==> config.mk <==
export PLATFORM = sky130hd
export DESIGN_NAME = result_classifier
export DESIGN_NICKNAME = d
export VERILOG_FILES = /design/src/rtl/result_classifier.sv
export SDC_FILE = /design/constraint.sdc
export NUM_CORES = 1
export LEC_CHECK = 0
export CAP_MARGIN = 30
export CORE_ASPECT_RATIO = 0.9
export CORE_UTILIZATION = 53
export DETAILED_ROUTE_END_ITERATION = 8
export PLACE_DENSITY_LB_ADDON = 0.05
export SLEW_MARGIN = 20
export SYNTH_ARGS = -nofsm -noshare
export SYNTH_HDL_FRONTEND = slang
export SYNTH_SLANG_ARGS = --single-unit
export TNS_END_PERCENT = 50
==> constraint.sdc <==
create_clock -name clk -period 3.5 [get_ports clk]
set_clock_uncertainty 0.2 [all_clocks]
set_input_delay 0.7 -clock clk [delete_from_list [all_inputs] [get_ports clk]]
set_output_delay 0.7 -clock clk [all_outputs]
set_load 0.005 [all_outputs]
==> src/rtl/result_classifier.sv <==
`default_nettype none
// +--------------------------------------------------------------------------+
// | Module   : result_classifier                                             |
// | Purpose  : Scans the per-class result registers after a calculation and  |
// |            reports the signed argmax, the winning score and, when the    |
// |            CLASSIFIER_MARGIN_EN macro is defined, the saturated top-two  |
// |            margin, all qualified by a sticky valid flag.                 |
// | Revision : 1.0  initial release                                          |
// +--------------------------------------------------------------------------+
module result_classifier #(
  parameter int NUM_CLASSES = 10,
  parameter int DATA_W      = 32,
  parameter int SEL_W       = 4
) (
  input  logic              clk,
  input  logic              rst,
  input  logic              start,
  input  logic              overflow_in,
  output logic [SEL_W-1:0]  out_sel,
  input  logic [DATA_W-1:0] out_data,
  output logic              busy,
  output logic              done,
  output logic              valid,
  output logic [SEL_W-1:0]  class_id,
  output logic [DATA_W-1:0] max_value,
  output logic [DATA_W-1:0] margin,
  output logic              overflow_out
);

  typedef enum logic [1:0] {
    IDLE  = 2'd0,
    SCAN  = 2'd1,
    FINAL = 2'd2
  } state_t;

  localparam logic [DATA_W-1:0] MOST_NEG = {1'b1, {(DATA_W-1){1'b0}}};
  localparam logic [SEL_W-1:0]  LAST_IDX = SEL_W'(NUM_CLASSES - 1);

  state_t              state_q, state_d;
  logic [SEL_W-1:0]    idx_q, idx_d;
  logic [DATA_W-1:0]   best_q, best_d;
  logic [SEL_W-1:0]    best_idx_q, best_idx_d;
  logic [SEL_W-1:0]    class_id_q, class_id_d;
  logic [DATA_W-1:0]   max_value_q, max_value_d;
  logic                valid_q, valid_d;
  logic                done_q, done_d;
  logic                ovf_q, ovf_d;

`ifdef CLASSIFIER_MARGIN_EN
  localparam logic [DATA_W-1:0] MOST_POS = {1'b0, {(DATA_W-1){1'b1}}};

  logic [DATA_W-1:0]   second_q, second_d;
  logic [DATA_W-1:0]   margin_q, margin_d;
  logic [DATA_W:0]     diff;
  logic [DATA_W-1:0]   margin_sat;

  // Sign-extended difference; best never falls below second so the result is
  // non-negative, and anything above the largest positive word is clamped.
  always_comb begin
    diff       = {best_q[DATA_W-1], best_q} - {second_q[DATA_W-1], second_q};
    margin_sat = (diff[DATA_W:DATA_W-1] != 2'b00) ? MOST_POS : diff[DATA_W-1:0];
  end
`endif

  // Next-state and datapath update for the IDLE / SCAN / FINAL sequence.
  always_comb begin
    state_d     = state_q;
    idx_d       = idx_q;
    best_d      = best_q;
    best_idx_d  = best_idx_q;
    class_id_d  = class_id_q;
    max_value_d = max_value_q;
    valid_d     = valid_q;
    done_d      = 1'b0;
    ovf_d       = ovf_q;
`ifdef CLASSIFIER_MARGIN_EN
    second_d    = second_q;
    margin_d    = margin_q;
`endif
    case (state_q)
      IDLE: begin
        if (start) begin
          state_d    = SCAN;
          idx_d      = '0;
          best_d     = MOST_NEG;
          best_idx_d = '0;
          valid_d    = 1'b0;
          ovf_d      = overflow_in;
`ifdef CLASSIFIER_MARGIN_EN
          second_d   = MOST_NEG;
`endif
        end
      end
      SCAN: begin
        // Strict compare keeps the lower index on ties.
        if ($signed(out_data) > $signed(best_q)) begin
          best_d     = out_data;
          best_idx_d = idx_q;
`ifdef CLASSIFIER_MARGIN_EN
          second_d   = best_q;
        end else if ($signed(out_data) > $signed(second_q)) begin
          second_d   = out_data;
`endif
        end
        if (idx_q == LAST_IDX) begin
          state_d = FINAL;
          idx_d   = '0;
        end else begin
          idx_d   = idx_q + 1'b1;
        end
      end
      FINAL: begin
        max_value_d = best_q;
        class_id_d  = best_idx_q;
        valid_d     = 1'b1;
        done_d      = 1'b1;
        state_d     = IDLE;
`ifdef CLASSIFIER_MARGIN_EN
        margin_d    = margin_sat;
`endif
      end
      default: state_d = IDLE;
    endcase
  end

  // State and result registers; reset discards any scan in progress.
  always_ff @(posedge clk or posedge rst) begin
    if (rst) begin
      state_q     <= IDLE;
      idx_q       <= '0;
      best_q      <= MOST_NEG;
      best_idx_q  <= '0;
      class_id_q  <= '0;
      max_value_q <= '0;
      valid_q     <= 1'b0;
      done_q      <= 1'b0;
      ovf_q       <= 1'b0;
    end else begin
      state_q     <= state_d;
      idx_q       <= idx_d;
      best_q      <= best_d;
      best_idx_q  <= best_idx_d;
      class_id_q  <= class_id_d;
      max_value_q <= max_value_d;
      valid_q     <= valid_d;
      done_q      <= done_d;
      ovf_q       <= ovf_d;
    end
  end

`ifdef CLASSIFIER_MARGIN_EN
  // Second-best tracker and published margin.
  always_ff @(posedge clk or posedge rst) begin
    if (rst) begin
      second_q <= MOST_NEG;
      margin_q <= '0;
    end else begin
      second_q <= second_d;
      margin_q <= margin_d;
    end
  end

  assign margin = margin_q;
`else
  assign margin = '0;
`endif

  assign out_sel      = (state_q == SCAN) ? idx_q : '0;
  assign busy         = (state_q != IDLE);
  assign done         = done_q;
  assign valid        = valid_q;
  assign class_id     = class_id_q;
  assign max_value    = max_value_q;
  assign overflow_out = ovf_q;

endmodule
`default_nettype wire

==> out/metrics.cfg, run 1 <==
[route]
m1WireLength_mm = 6.40
vias = 5011
via_per_inst = 6.04
top_layer = met4
drc = 8
drt_iter0_markers = 319
wl_met2_mm = 7.00
first_pass_iters = 7
routed_wl_mm = 14.5
antenna_left = 0
avgRoutedWirePerCell_um = 17.4
wl_met3_um = 841

[worst_setup_path]
path_buf_inv = 2
path_class = input port to register
cp.arrival_ps = 3190
reg2reg_setup_slack_ps = 660
worstReg2RegEnd = best_q[23]
rr_worst_depth = 10
r2r_start = best_q[31]
worst_setup_path_start_kind = input port
crit_family = compound AO/OA/AOI/OAI gates
end_kind = register
cp_slowest_cell = clkdlybuf4s50_1
max_stage_delay_ps = 500
cp_cell_sequence = clkdlybuf4s50_1, ha_1, a21oi_1, o21ai_0, a22oi_1, nand2_2, buf_4, o32ai_1, a211oi_2
cp.required_ps = 3500
critPathMaxFanout = 40

[power_and_ir_drop]
power_frac_seq_pct = 25.2
netSwitchingPower_uw = 2920
p_leak_uw = 0.00308
power.share.clock_pct = 14.3
internal-power_uw = 4010
p_per_area_mw_per_mm2 = 1010
netSwitchingFraction_pct = 42.1
p_comb_share_pct = 60.5
peakVddDrop_uv = 505

[run_status]
violations = design-rule violations
status = finished with violations

[clocking]
clock-sinks = 81
cts_resized = 0
postCtsSetupRepairBufs = 0
root_buffer = clkbuf_16
clkLatencyLatePin_ps = 340
cts_buffers = 9
cts_tree = done
cts_hold_buf = 0
clk_pin_slew_ps = 60
h-tree-depth = 3
cts_max_path_buffers = 2

[logic_synthesis]
synth-seq-cells = 81
synth_area_mm2 = 0.00575
synth.yosys.seq_area_share_pct = 35.3
syn_area_per_cell_um2 = 8.95
ys_types = 46
synth_edf_count = 0
synth_flop_cell = dfrtp_1
yosys_warnings = 0
async_flop_share_pct = 100
syn_inst = 643

[sta]
worst_slew_pin_slew_ps = 939
fmax_mhz = 314
setup_viol = 0
slew_violations = 0
period_share_pct = 91.1
fin_crit_ps = 3190
slew_headroom_pct = 37.4
tns_ps = 0
rsz0062_at_grt = no
finalHoldViolations = 0

[job]
max-cap-violations = 0

[grt]
overflow = 0
antenna_found_initial = 0
track_usage_pct = 27.0
grt_pass1_wl_mm = 24.3
grt_pass1_vias = 4983
grt_max_degree = 109

[floorplanning]
row_count = 35
core_mm2 = 0.0104
die_x_um = 112
fp.dieArea_mm2 = 0.0113
start_util_pct = 55.4
pin_count = 112
die_height_um = 101

[place]
routabilityCongestion = 0.800
portBuffers = 79
hpwl_mm = 9.48

[finish]
drive_gt1_share_pct = 12.0
fin_util_pct = 66.3
syn2layout_area_growth_pct = 19.6
nets = 766
diodes = 0

[worst_hold_path]
hp-start = valid
min_path_cells = 2
min_delay_worst_endpoint = valid
worst_hold_path_type = register to register

==> through the flow <==
stage	power [µW]	area (µm²)	std cells	hold slack [ps]	setup WS, ps
after detailed placement	5930	6570	814	264	42.2
after CTS	6960	6880	830	280	325
after global routing	7470	6880	830	304	89.6
after global placement	5720	6540	813	260	123
final	6940	6880	830	275	313
after floorplan	4690	5870	674	271	522
==> power by group through the flow <==
stage / logic, µW / registers, µW / clock network (µW)
2_1_floorplan: 2970 / 1710 / 0
6_report: 4200 / 1750 / 994
5_1_grt: 4630 / 1810 / 1030
4_1_cts: 4200 / 1750 / 1010
3_5_place_dp: 4170 / 1760 / 0
3_3_place_gp: 3990 / 1730 / 0
==> worst min-delay path, delay by kind of cell, from the launching register on <==
| kind | cells | cell delay, ps |
|---|---|---|
| flops | 1 | 340 |
| simple gates | 2 | 100 |
==> worst max path at each step <==
| stage | startpoint | end | slack, ps | cells past startpoint |
|---|---|---|---|---|
| finish | out_data[25] | best_q[23] | 310 | 9 |
| global route | out_data[25] | best_q[22] | 90 | 10 |
| CTS | out_data[25] | best_q[23] | 320 | 9 |
| detailed placement | out_data[25] | best_q[29] | 40 | 10 |
| global placement | out_data[1] | best_q[20] | 120 | 10 |
| floorplan | rst | best_idx_q[0] | 520 | 1 |
==> per-layer routing <==
layer	track usage [%]	vias up
met5	0	-
met4	8.84	0
met3	4.51	21
met2	45.7	189
met1	35.5	2439
li1	-	2362
==> area by class of cell <==
class / count / area (µm²)
clock inverter: 2 / 35.0
fill: 865 / 3500
sequential: 81 / 2030
clock buffer: 14 / 274
timing repair buffer: 98 / 1050
tap: 129 / 161
inverter: 38 / 144
multi-input combinational: 468 / 3180
==> sequential cells by signal, indices dropped and copies added (netlist names) <==
name and count:
best_q 32, max_value 32, best_idx_q 4, class_id 4, idx_q 4, state_q 2
done 1, overflow_out 1, valid 1
==> cells in the mapped netlist (4+ instances only) <==
cell type | n | area (µm²)
a211oi_2 | 30 | 375
buf_4 | 37 | 278
ha_1 | 34 | 425
buf_6 | 4 | 45.0
nor2_1 | 7 | 26.3
clkbuf_1 | 28 | 105
buf_2 | 12 | 60.1
inv_1 | 38 | 143
a211oi_1 | 5 | 37.5
nand3_1 | 6 | 30.0
o21ai_0 | 38 | 190
nand2_1 | 117 | 439
a21oi_1 | 48 | 240
dfrtp_1 | 80 | 2000
mux2_2 | 6 | 67.6
nand4_1 | 8 | 50.1
a2bb2oi_1 | 36 | 315
o32ai_1 | 35 | 307
nor3b_1 | 33 | 248
==> cells in the final DEF (no fill, tap or decap), types with 9 or more instances in the layout <==
cell type | synthesis | layout
a21oi_1 | 48 | 48
nor3b_1 | 33 | 33
dfrtp_1 | 80 | 80
clkbuf_16 | 0 | 9
ha_1 | 34 | 33
inv_1 | 38 | 37
clkdlybuf4s50_1 | 0 | 79
nand2_1 | 117 | 116
o32ai_1 | 35 | 35
a211oi_2 | 30 | 30
a2bb2oi_1 | 36 | 36
conb_1 | 1 | 32
o21ai_0 | 38 | 38
buf_4 | 37 | 10
==> cells by family after synthesis <==
family                   count (synthesis)  synth area share [%]
AO/OA/AOI/OAI                          205                  27.6
adder cells (fa/ha/maj)                 34                  7.40
buffers and inverters                  125                  11.9
flip-flops                              81                  35.3
multiplexers                             7                  1.35
other                                    1                0.0652
AND/OR/NAND/NOR                        190                  16.4
Note: power is estimated with default switching activity, not from simulation.
==> run 2, diff against run 1 <==
--- a/config.mk
+++ b/config.mk
@@ -9,6 +9,7 @@
 export CORE_ASPECT_RATIO = 0.9
 export CORE_UTILIZATION = 53
 export DETAILED_ROUTE_END_ITERATION = 8
+export MAX_ROUTING_LAYER = met4
 export PLACE_DENSITY_LB_ADDON = 0.05
 export SLEW_MARGIN = 20
 export SYNTH_ARGS = -nofsm -noshare
==> run 2 against run 1 <==
Register-to-register slack barely moved. The run still ends with design-rule violations left. Total power about the same. Critical path type unchanged. Hold slack is essentially flat. Cell area stayed put. Clock power about the same. Highest routed layer unchanged. Non-clock buffer count did not move. Combinational power is essentially flat. Sequential cell count did not move. Worst setup slack lost 24 ps. Maximum frequency fell by 0.76%.
==> out/metrics.cfg, run 2 (synthesized netlist as in run 1, its figures left out) <==
[run_status]
status = finished with violations
violations = design-rule violations

[sta]
slew_headroom_pct = 36.0  ; -1.4 points
setup_viol = 0  ; unchanged
fin_crit_ps = 3210  ; +24.3 ps
hold_slack_ps = 275  ; -0.00600 ps
tns_ps = 0  ; unchanged
worst_slew_pin_slew_ps = 960  ; +21.0 ps
slew_violations = 0  ; unchanged
finalHoldViolations = 0  ; unchanged
rsz0062_at_grt = no
period_share_pct = 91.8  ; +0.69 points
fmax_mhz = 311  ; -0.76%

[route]
antenna_left = 0  ; unchanged
m1WireLength_mm = 6.33  ; -1.0%
top_layer = met4
avgRoutedWirePerCell_um = 17.3  ; -0.55%
via_per_inst = 6.06  ; +0.32%
wl_met2_mm = 6.92  ; -1.1%
wl_met3_um = 900  ; +7.0%
drt_iter0_markers = 269  ; -16%
routed_wl_mm = 14.4  ; -0.55%
first_pass_iters = 7  ; unchanged
drc = 8  ; unchanged
vias = 5027  ; +0.32%

[place]
portBuffers = 79  ; unchanged
routabilityCongestion = 0.811  ; +1.4%
dpl-instance-area_mm2 = 0.00657  ; unchanged
dp_cells = 814  ; unchanged
hpwl_mm = 9.48  ; unchanged

[worst_setup_path]
cp.arrival_ps = 3220  ; +30 ps
cp.required_ps = 3500  ; about the same
critPathMaxFanout = 40  ; unchanged
path_class = input port to register
worst_setup_path_start_kind = input port
end_kind = register

[clocking]
cts_max_path_buffers = 2  ; unchanged
clkLatencyLatePin_ps = 340  ; about the same
postCtsSetupRepairBufs = 0  ; unchanged
clk_pin_slew_ps = 60  ; about the same
cts_hold_buf = 0  ; unchanged
cts_buffers = 9  ; unchanged
root_buffer = clkbuf_16
clock-sinks = 81  ; unchanged
cts_tree = done
h-tree-depth = 3  ; unchanged
cts_resized = 0  ; unchanged

[power_and_ir_drop]
p_leak_uw = 0.00308  ; unchanged
netSwitchingPower_uw = 2920  ; -0.13%
peakVddDrop_uv = 504  ; -0.11%
finalPower_uw = 6940  ; about the same
power.share.clock_pct = 14.3  ; about the same
netSwitchingFraction_pct = 42.1  ; about the same
p_per_area_mw_per_mm2 = 1010  ; about the same
power_frac_seq_pct = 25.2  ; about the same
p_comb_share_pct = 60.5  ; about the same
internal-power_uw = 4010  ; about the same

[grt]
track_usage_pct = 27.9  ; +0.89 points
grt_max_degree = 109  ; unchanged
grt_pass1_wl_mm = 24.4  ; +0.12%
overflow = 0  ; unchanged
grt_pass1_vias = 4980  ; -0.060%
antenna_found_initial = 0  ; unchanged

[finish]
final_common_cell = nand2_1
syn2layout_area_growth_pct = 19.6  ; unchanged
design_area_mm2 = 0.00688  ; unchanged
nets = 766  ; unchanged
final_cells = 830  ; unchanged
drive_gt1_share_pct = 12.0  ; unchanged
final_cell_mix = nand2_1, dfrtp_1, clkdlybuf4s50_1, a21oi_1, o21ai_0
diodes = 0  ; unchanged

[floorplanning]
start_util_pct = 55.4  ; unchanged
die_x_um = 112  ; unchanged
pin_count = 112  ; unchanged
core_mm2 = 0.0104  ; unchanged
fp.dieArea_mm2 = 0.0113  ; unchanged
row_count = 35  ; unchanged
die_height_um = 101  ; unchanged

[worst_hold_path]
worst_hold_path_type = register to register

[job]
max-cap-violations = 0  ; unchanged

-- run 2: cell counts in the layout (fill, tap and decap cells not counted) --
Identical to the previous run, type by type.
-- run 2: worst paths after layout --
| check | startpoint | endpoint | slack (ps) | cells after the start |
|---|---|---|---|---|
| max | out_data[25] | best_q[23] | 290 | 9 |
| min | valid | valid | 270 | 2 |
| max reg2reg | best_q[31] | best_q[23] | 660 | 10 |
| min reg2reg | valid | valid | 270 | 2 |
| max in group asynchronous | rst | best_q[31] | 1870 | 3 |
| min in group asynchronous | rst | idx_q[2] | 520 | 2 |
-- run 2: through the flow --
| step | util, % | setup slack [ps] |
|---|---|---|
| after global placement | 63.0 | 123 |
| final | 66.3 | 288 |
| after CTS | 66.3 | 325 |
| after global routing | 66.3 | 81.1 |
| after floorplan | - | 522 |
| after detailed placement | 63.3 | 42.2 |
-- run 2: power by group through the flow --
stage	sequential, µW	combinational (µW)	clock, µW
2_1_floorplan	1710	2970	0
3_3_place_gp	1730	3990	0
3_5_place_dp	1760	4170	0
4_1_cts	1750	4200	1010
5_1_grt	1810	4630	1030
6_report	1750	4190	993
-- run 2: layout make-up --
type | count | area, µm²
Clock buffer | 14 | 274
Clock inverter | 2 | 35.0
Fill cell | 865 | 3500
Inverter | 38 | 144
Multi-Input combinational cell | 468 | 3180
Sequential cell | 81 | 2030
Tap cell | 129 | 161
Timing Repair Buffer | 98 | 1050
-- run 2: metal layers --
layer	up-vias	track usage [%]
met2	192	45.7
met1	2447	35.7
met3	23	4.39
li1	2365	-
met5	-	-
met4	0	8.84
-- run 2: critical path, stage by stage --
cell	delay (ps)
clkdlybuf4s50_1	500
ha_1	360
a21oi_1	150
o21ai_0	130
a22oi_1	390
nand2_2	140
buf_4	280
o32ai_1	450
a211oi_2	80
